`src/rtl/clk_div_pkg.sv`:
```
// Shared constants, channel state record and period clamp for the clk_div_bank divider.
// Channel state is held at a fixed 32-bit width; narrower CNT_W builds keep the upper bits at zero.
package clk_div_pkg;

  localparam int unsigned MIN_DIV   = 2;
  localparam int unsigned DEF_CNT_W = 28;
  localparam int unsigned MAX_CNT_W = 32;

  typedef struct packed {
    logic [MAX_CNT_W-1:0] cnt;
    logic [MAX_CNT_W-1:0] period;
    logic [MAX_CNT_W-1:0] shadow;
    logic                 pend;
  } ch_state_t;

  function automatic logic [MAX_CNT_W-1:0] clamp_div(input logic [MAX_CNT_W-1:0] v);
    return (v < MAX_CNT_W'(MIN_DIV)) ? MAX_CNT_W'(MIN_DIV) : v;
  endfunction

endpackage

```
`src/rtl/clk_div_ch.sv`:
```
// One divider channel: counter, shadow/active period with boundary apply, registered clk_out.
// Optional per-period tick pulse when CLK_DIV_BANK_TICK_EN is defined.
module clk_div_ch
  import clk_div_pkg::*;
#(
  parameter int unsigned CNT_W       = DEF_CNT_W,
  parameter int unsigned DIV_DEFAULT = 50000000
) (
  input  logic             clk_50m,
  input  logic             rst_n,
  input  logic             en,
  input  logic             sync_rst,
  input  logic             wr,
  input  logic [CNT_W-1:0] div_val,
  output logic             div_pend,
  output logic             clk_out,
  output logic             tick
);

  localparam logic [MAX_CNT_W-1:0] W_MASK   = MAX_CNT_W'((64'd1 << CNT_W) - 64'd1);
  localparam logic [MAX_CNT_W-1:0] INIT_DIV = clamp_div(MAX_CNT_W'(DIV_DEFAULT) & W_MASK);

  ch_state_t            r_st;
  logic                 r_clk;
  logic [MAX_CNT_W-1:0] w_cnt_inc;
  logic                 w_wrap;
  logic                 w_restart;

  assign w_cnt_inc = r_st.cnt + MAX_CNT_W'(1);
  assign w_wrap    = (w_cnt_inc == r_st.period);
  assign w_restart = sync_rst | ~en | w_wrap;

  always_ff @(posedge clk_50m) begin
    if (!rst_n) begin
      r_st.cnt    <= '0;
      r_st.period <= INIT_DIV;
      r_st.shadow <= INIT_DIV;
      r_st.pend   <= 1'b0;
      r_clk       <= 1'b0;
    end else begin
      if (w_restart) begin
        r_st.cnt <= '0;
        r_clk    <= 1'b0;
      end else begin
        r_st.cnt <= w_cnt_inc;
        r_clk    <= (w_cnt_inc >= (r_st.period >> 1));
      end
      if (w_restart && r_st.pend) begin
        r_st.period <= r_st.shadow;
        r_st.pend   <= 1'b0;
      end
      // A write in a boundary cycle lands in the shadow only and re-arms pend.
      if (wr) begin
        r_st.shadow <= clamp_div(MAX_CNT_W'(div_val));
        r_st.pend   <= 1'b1;
      end
    end
  end

  assign clk_out  = r_clk;
  assign div_pend = r_st.pend;

`ifdef CLK_DIV_BANK_TICK_EN
  logic r_tick;

  always_ff @(posedge clk_50m) begin
    if (!rst_n) r_tick <= 1'b0;
    else        r_tick <= en & ~sync_rst & w_wrap;
  end

  assign tick = r_tick;
`else
  assign tick = 1'b0;
`endif

endmodule

```
`src/rtl/clk_div_bank.sv`:
```
// Multi-channel runtime-programmable clock divider bank with glitch-free period updates.
// Optional tick outputs enabled by defining CLK_DIV_BANK_TICK_EN.
module clk_div_bank
  import clk_div_pkg::*;
#(
  parameter int unsigned NUM_CH      = 2,
  parameter int unsigned CNT_W       = DEF_CNT_W,
  parameter int unsigned DIV_DEFAULT = 50000000,
  localparam int unsigned SEL_W      = (NUM_CH > 1) ? $clog2(NUM_CH) : 1
) (
  input  logic              clk_50m,
  input  logic              rst_n,
  input  logic [NUM_CH-1:0] en,
  input  logic              sync_rst,
  input  logic              div_wr,
  input  logic [SEL_W-1:0]  div_sel,
  input  logic [CNT_W-1:0]  div_val,
  output logic [NUM_CH-1:0] div_pend,
  output logic [NUM_CH-1:0] clk_out,
  output logic [NUM_CH-1:0] tick
);

  logic [NUM_CH-1:0] w_wr;

  // Out-of-range selects match no channel, so the write is dropped.
  always_comb begin
    w_wr = '0;
    for (int unsigned i = 0; i < NUM_CH; i++) begin
      w_wr[i] = div_wr && (32'(div_sel) == i);
    end
  end

  for (genvar g = 0; g < NUM_CH; g++) begin : g_ch
    clk_div_ch #(
      .CNT_W      (CNT_W),
      .DIV_DEFAULT(DIV_DEFAULT)
    ) u_ch (
      .clk_50m (clk_50m),
      .rst_n   (rst_n),
      .en      (en[g]),
      .sync_rst(sync_rst),
      .wr      (w_wr[g]),
      .div_val (div_val),
      .div_pend(div_pend[g]),
      .clk_out (clk_out[g]),
      .tick    (tick[g])
    );
  end

endmodule

```
`config.mk`:
```
export PLATFORM = sky130hd
export DESIGN_NAME = clk_div_bank
export DESIGN_NICKNAME = d
export VERILOG_FILES = /design/src/rtl/clk_div_pkg.sv /design/src/rtl/clk_div_ch.sv /design/src/rtl/clk_div_bank.sv
export SDC_FILE = /design/constraint.sdc
export NUM_CORES = 1
export LEC_CHECK = 0
export CORE_UTILIZATION = 60
export DETAILED_ROUTE_END_ITERATION = 16
export GPL_ROUTABILITY_DRIVEN = 0
export GPL_TIMING_DRIVEN = 0
export PLACE_DENSITY = 0.79
export SLEW_MARGIN = 20
export SYNTH_ARGS = -nofsm -noshare
export SYNTH_HDL_FRONTEND = slang
export SYNTH_HIERARCHICAL = 1
export SYNTH_SLANG_ARGS = --single-unit
export TNS_END_PERCENT = 30
```
`constraint.sdc`:
```
create_clock -name clk_50m -period 5.8 [get_ports clk_50m]
set_input_delay 1.45 -clock clk_50m [delete_from_list [all_inputs] [get_ports clk_50m]]
set_output_delay 1.45 -clock clk_50m [all_outputs]
set_load 0.05 [all_outputs]
```
==> metrics <==
ANT cells 0; area of the die 0.01752 mm²; die width roughly 130 µm; slew margin rel. between 20% and 30%; Syn-to-layout area delta 12.32%; peak supply drop roughly 230 µV; post-synthesis sequential area ratio a little over a third; Leak about 4.7 nW; Nets 1327; root buffer cell clkbuf_16; most frequent cells after synthesis dfxtp_1 (180), nand2_1 (115), inv_1 (82); starting density of the core approximately three fifths; clock-pin transition on the worst setup and hold timing paths around 0.08 ns; DRT antenna net count 0; Fill cells about 1300; WL per Instance between 15 and 20 µm; fmax approximately 240 MHz; Setup Buffers After CTS 0; total core area approximately 0.017 mm²; max layer used met4; Tot Pwr ~2.6 mW; Clock Path Buffers 2; DIE HEIGHT between 100 and 150 µm; I/O pin cnt 41; Synth Register Bits 180; ys flop type dfxtp_1; Syn. warnings 6; met3 WL post-DR 2665 µm; most frequent cell after synthesis dfxtp_1; CP Launch Type register; number of max-cap violations 0; critical-path cell list ha_1 > nand3_1 > clkbuf_1 > nor4_1 > nand2_1 > xnor2_1 > a31oi_1 > and4_1 > nand4_1 > nand3_1 > buf_2 > buf_2 > nor2_1; CTS tree done; worst setup margin ~1.6 ns; crit path time final around 4.2 ns; layout cells sized above 1 6.805%; crit-path max FO 10; Final Non-Filler Cells 1469; critical path capture point type register; cell taking the most area after synthesis dfxtp_1; Util after Layout slightly below 70%; cell count after synthesis 1179; 1st-pass router iterations 5; post-DP HPWL around 20000 µm; routed length on met1 11750 µm; # hold bufs at CTS 0; top post-synthesis cells by area dfxtp_1 (35%), ha_1 (6.9%), mux2i_1 (6.5%), xnor2_1 (4.4%), nor2b_1 (4.4%); Worst Tran Pin Value ~1.1 ns; Inst Count DP approximately 1400; CP top delay family simple AND/OR/NAND/NOR gates; Final setup viols 0; total negative slack 0 ns; metal2 WL 11480 µm; Final Instance Area between 0.01 and 0.015 mm²; Fin Clk Skew between 0.009 and 0.01 ns; WS Path Type register to register; Worst Path Arrival 4.49 ns; # DRC 0; sum of buffers and inverters on the critical path 3; Distinct cells, synth 72; Hold Fails Final Rpt 0; vias in the first global route roughly 8300; status finished, final reports clean; initial antenna violation count 0; Clock H-tree levels 4; routed vias/inst between 6 and 7; Resize count post-CTS 0; clk sink count 180; RSZ-0062 raised after global routing false; Total GRT Usage a little under a third; worst-skew pair later-pin latency around 0.44 ns; via count 8903; total grt overflow 0; pin count of the biggest net entering global routing 21; pwr/cell area roughly 230 mW/mm²; peak per-stage delay on the critical path a little under 1 ns; setup slack at placement around 1.8 ns; DRT Wirelength 26370 µm; Post-DP Area roughly 0.011 mm²; slowest stage cell, crit path nor4_1; Final period util between 70 and 80%; row cnt between 40 and 50; Hold Crit Class register to register; Synth top area share a little over a third; First DRT Iteration DRCs 831; Post-synth EDFFs 0; synthesized area per cell between 8 and 9 µm²; Slew Viols, Final 0; Data required, critical path around 6.1 ns; Post-Syn Area a little over 0.01 mm²; FFs w/ async S/R, synth 0%; number of port buffers 38; Syn Nets roughly 1300; first-pass GRT wire length approximately 42000 µm; Inserted Clock Buffers 17; Min Hold Slack about 0.46 ns
[layout make-up]
cell class | instances | area, µm² | share of cell area, %
clock inverters | 15 | 175.2 | 1.529
plain buffers | 64 | 325.3 | 2.840
repair buffers | 38 | 380.4 | 3.321
clock buffers | 17 | 425.4 | 3.714
well taps | 220 | 275.3 | 2.403
multi-input cells | 853 | 5961 | 52.04
inverters | 82 | 307.8 | 2.687
flip-flops and latches | 180 | 3603 | 31.46
[routing by layer]
metal	GRT usage [%]	up-vias
met2	46.23	402
met5	0	-
met1	42.68	4200
li1	-	4249
met4	8.621	0
met3	8.112	52
[worst paths after layout]
kind | startpoint | endpoint | slack [ns] | cells past startpoint
max | g_ch[1].u_ch/r_st[65] | g_ch[1].u_ch/r_st[88] | 1.62 | 13
min | g_ch[1].u_ch/r_st[11] | g_ch[1].u_ch/r_st[43] | 0.46 | 2
max reg2reg | g_ch[1].u_ch/r_st[65] | g_ch[1].u_ch/r_st[88] | 1.62 | 13
min reg2reg | g_ch[1].u_ch/r_st[11] | g_ch[1].u_ch/r_st[43] | 0.46 | 2
[power breakdown]
part | leakage [nW] | switching (mW) | total, mW | internal, mW
clock network | 0.295 | 0.575 | 1.16 | 0.586
logic | 2.93 | 0.109 | 0.191 | 0.0819
registers | 1.46 | 0.0225 | 1.29 | 1.26
[registers in the layout (all words and copies together) (netlist names)]
register	count
g_ch.u_ch/clk_out	2
g_ch.u_ch/r_st	176
g_ch.u_ch/div_pend	2
[worst min-delay path, cell delays in order, from the launching register on]
cell and delay [ns]:
dfxtp_1 0.32, nand2_1 0.05, o21ai_1 0.05
[kinds of logic after synthesis]
| family | after synthesis | synth area share, % |
|---|---|---|
| flops | 180 | 35.34 |
| compound gates | 163 | 11.21 |
| xor+xnor | 103 | 9.656 |
| other cells | 2 | 0.07365 |
| simple gates | 463 | 24.16 |
| fa+ha+maj | 56 | 6.871 |
| buf+inv | 146 | 6.209 |
| mux | 66 | 6.478 |
[layout by cell type, fill, tap and decap left out, types with 8 or more instances in the layout]
cell,instances
a21o_1,14
a21oi_1,22
and4_1,15
buf_2,15
buf_4,8
clkbuf_1,27
clkbuf_16,17
clkdlybuf4s50_1,38
dfxtp_1,180
ha_1,56
inv_1,82
mux2i_1,66
nand2_1,115
nand2b_1,8
nand3_1,69
nand4_1,37
nor2_1,68
nor2b_1,71
nor3_1,13
nor4_1,25
o211ai_1,19
o21ai_0,21
o21ai_1,29
xnor2_1,51
xor2_1,46
Power figures use the tool's default switching activity.
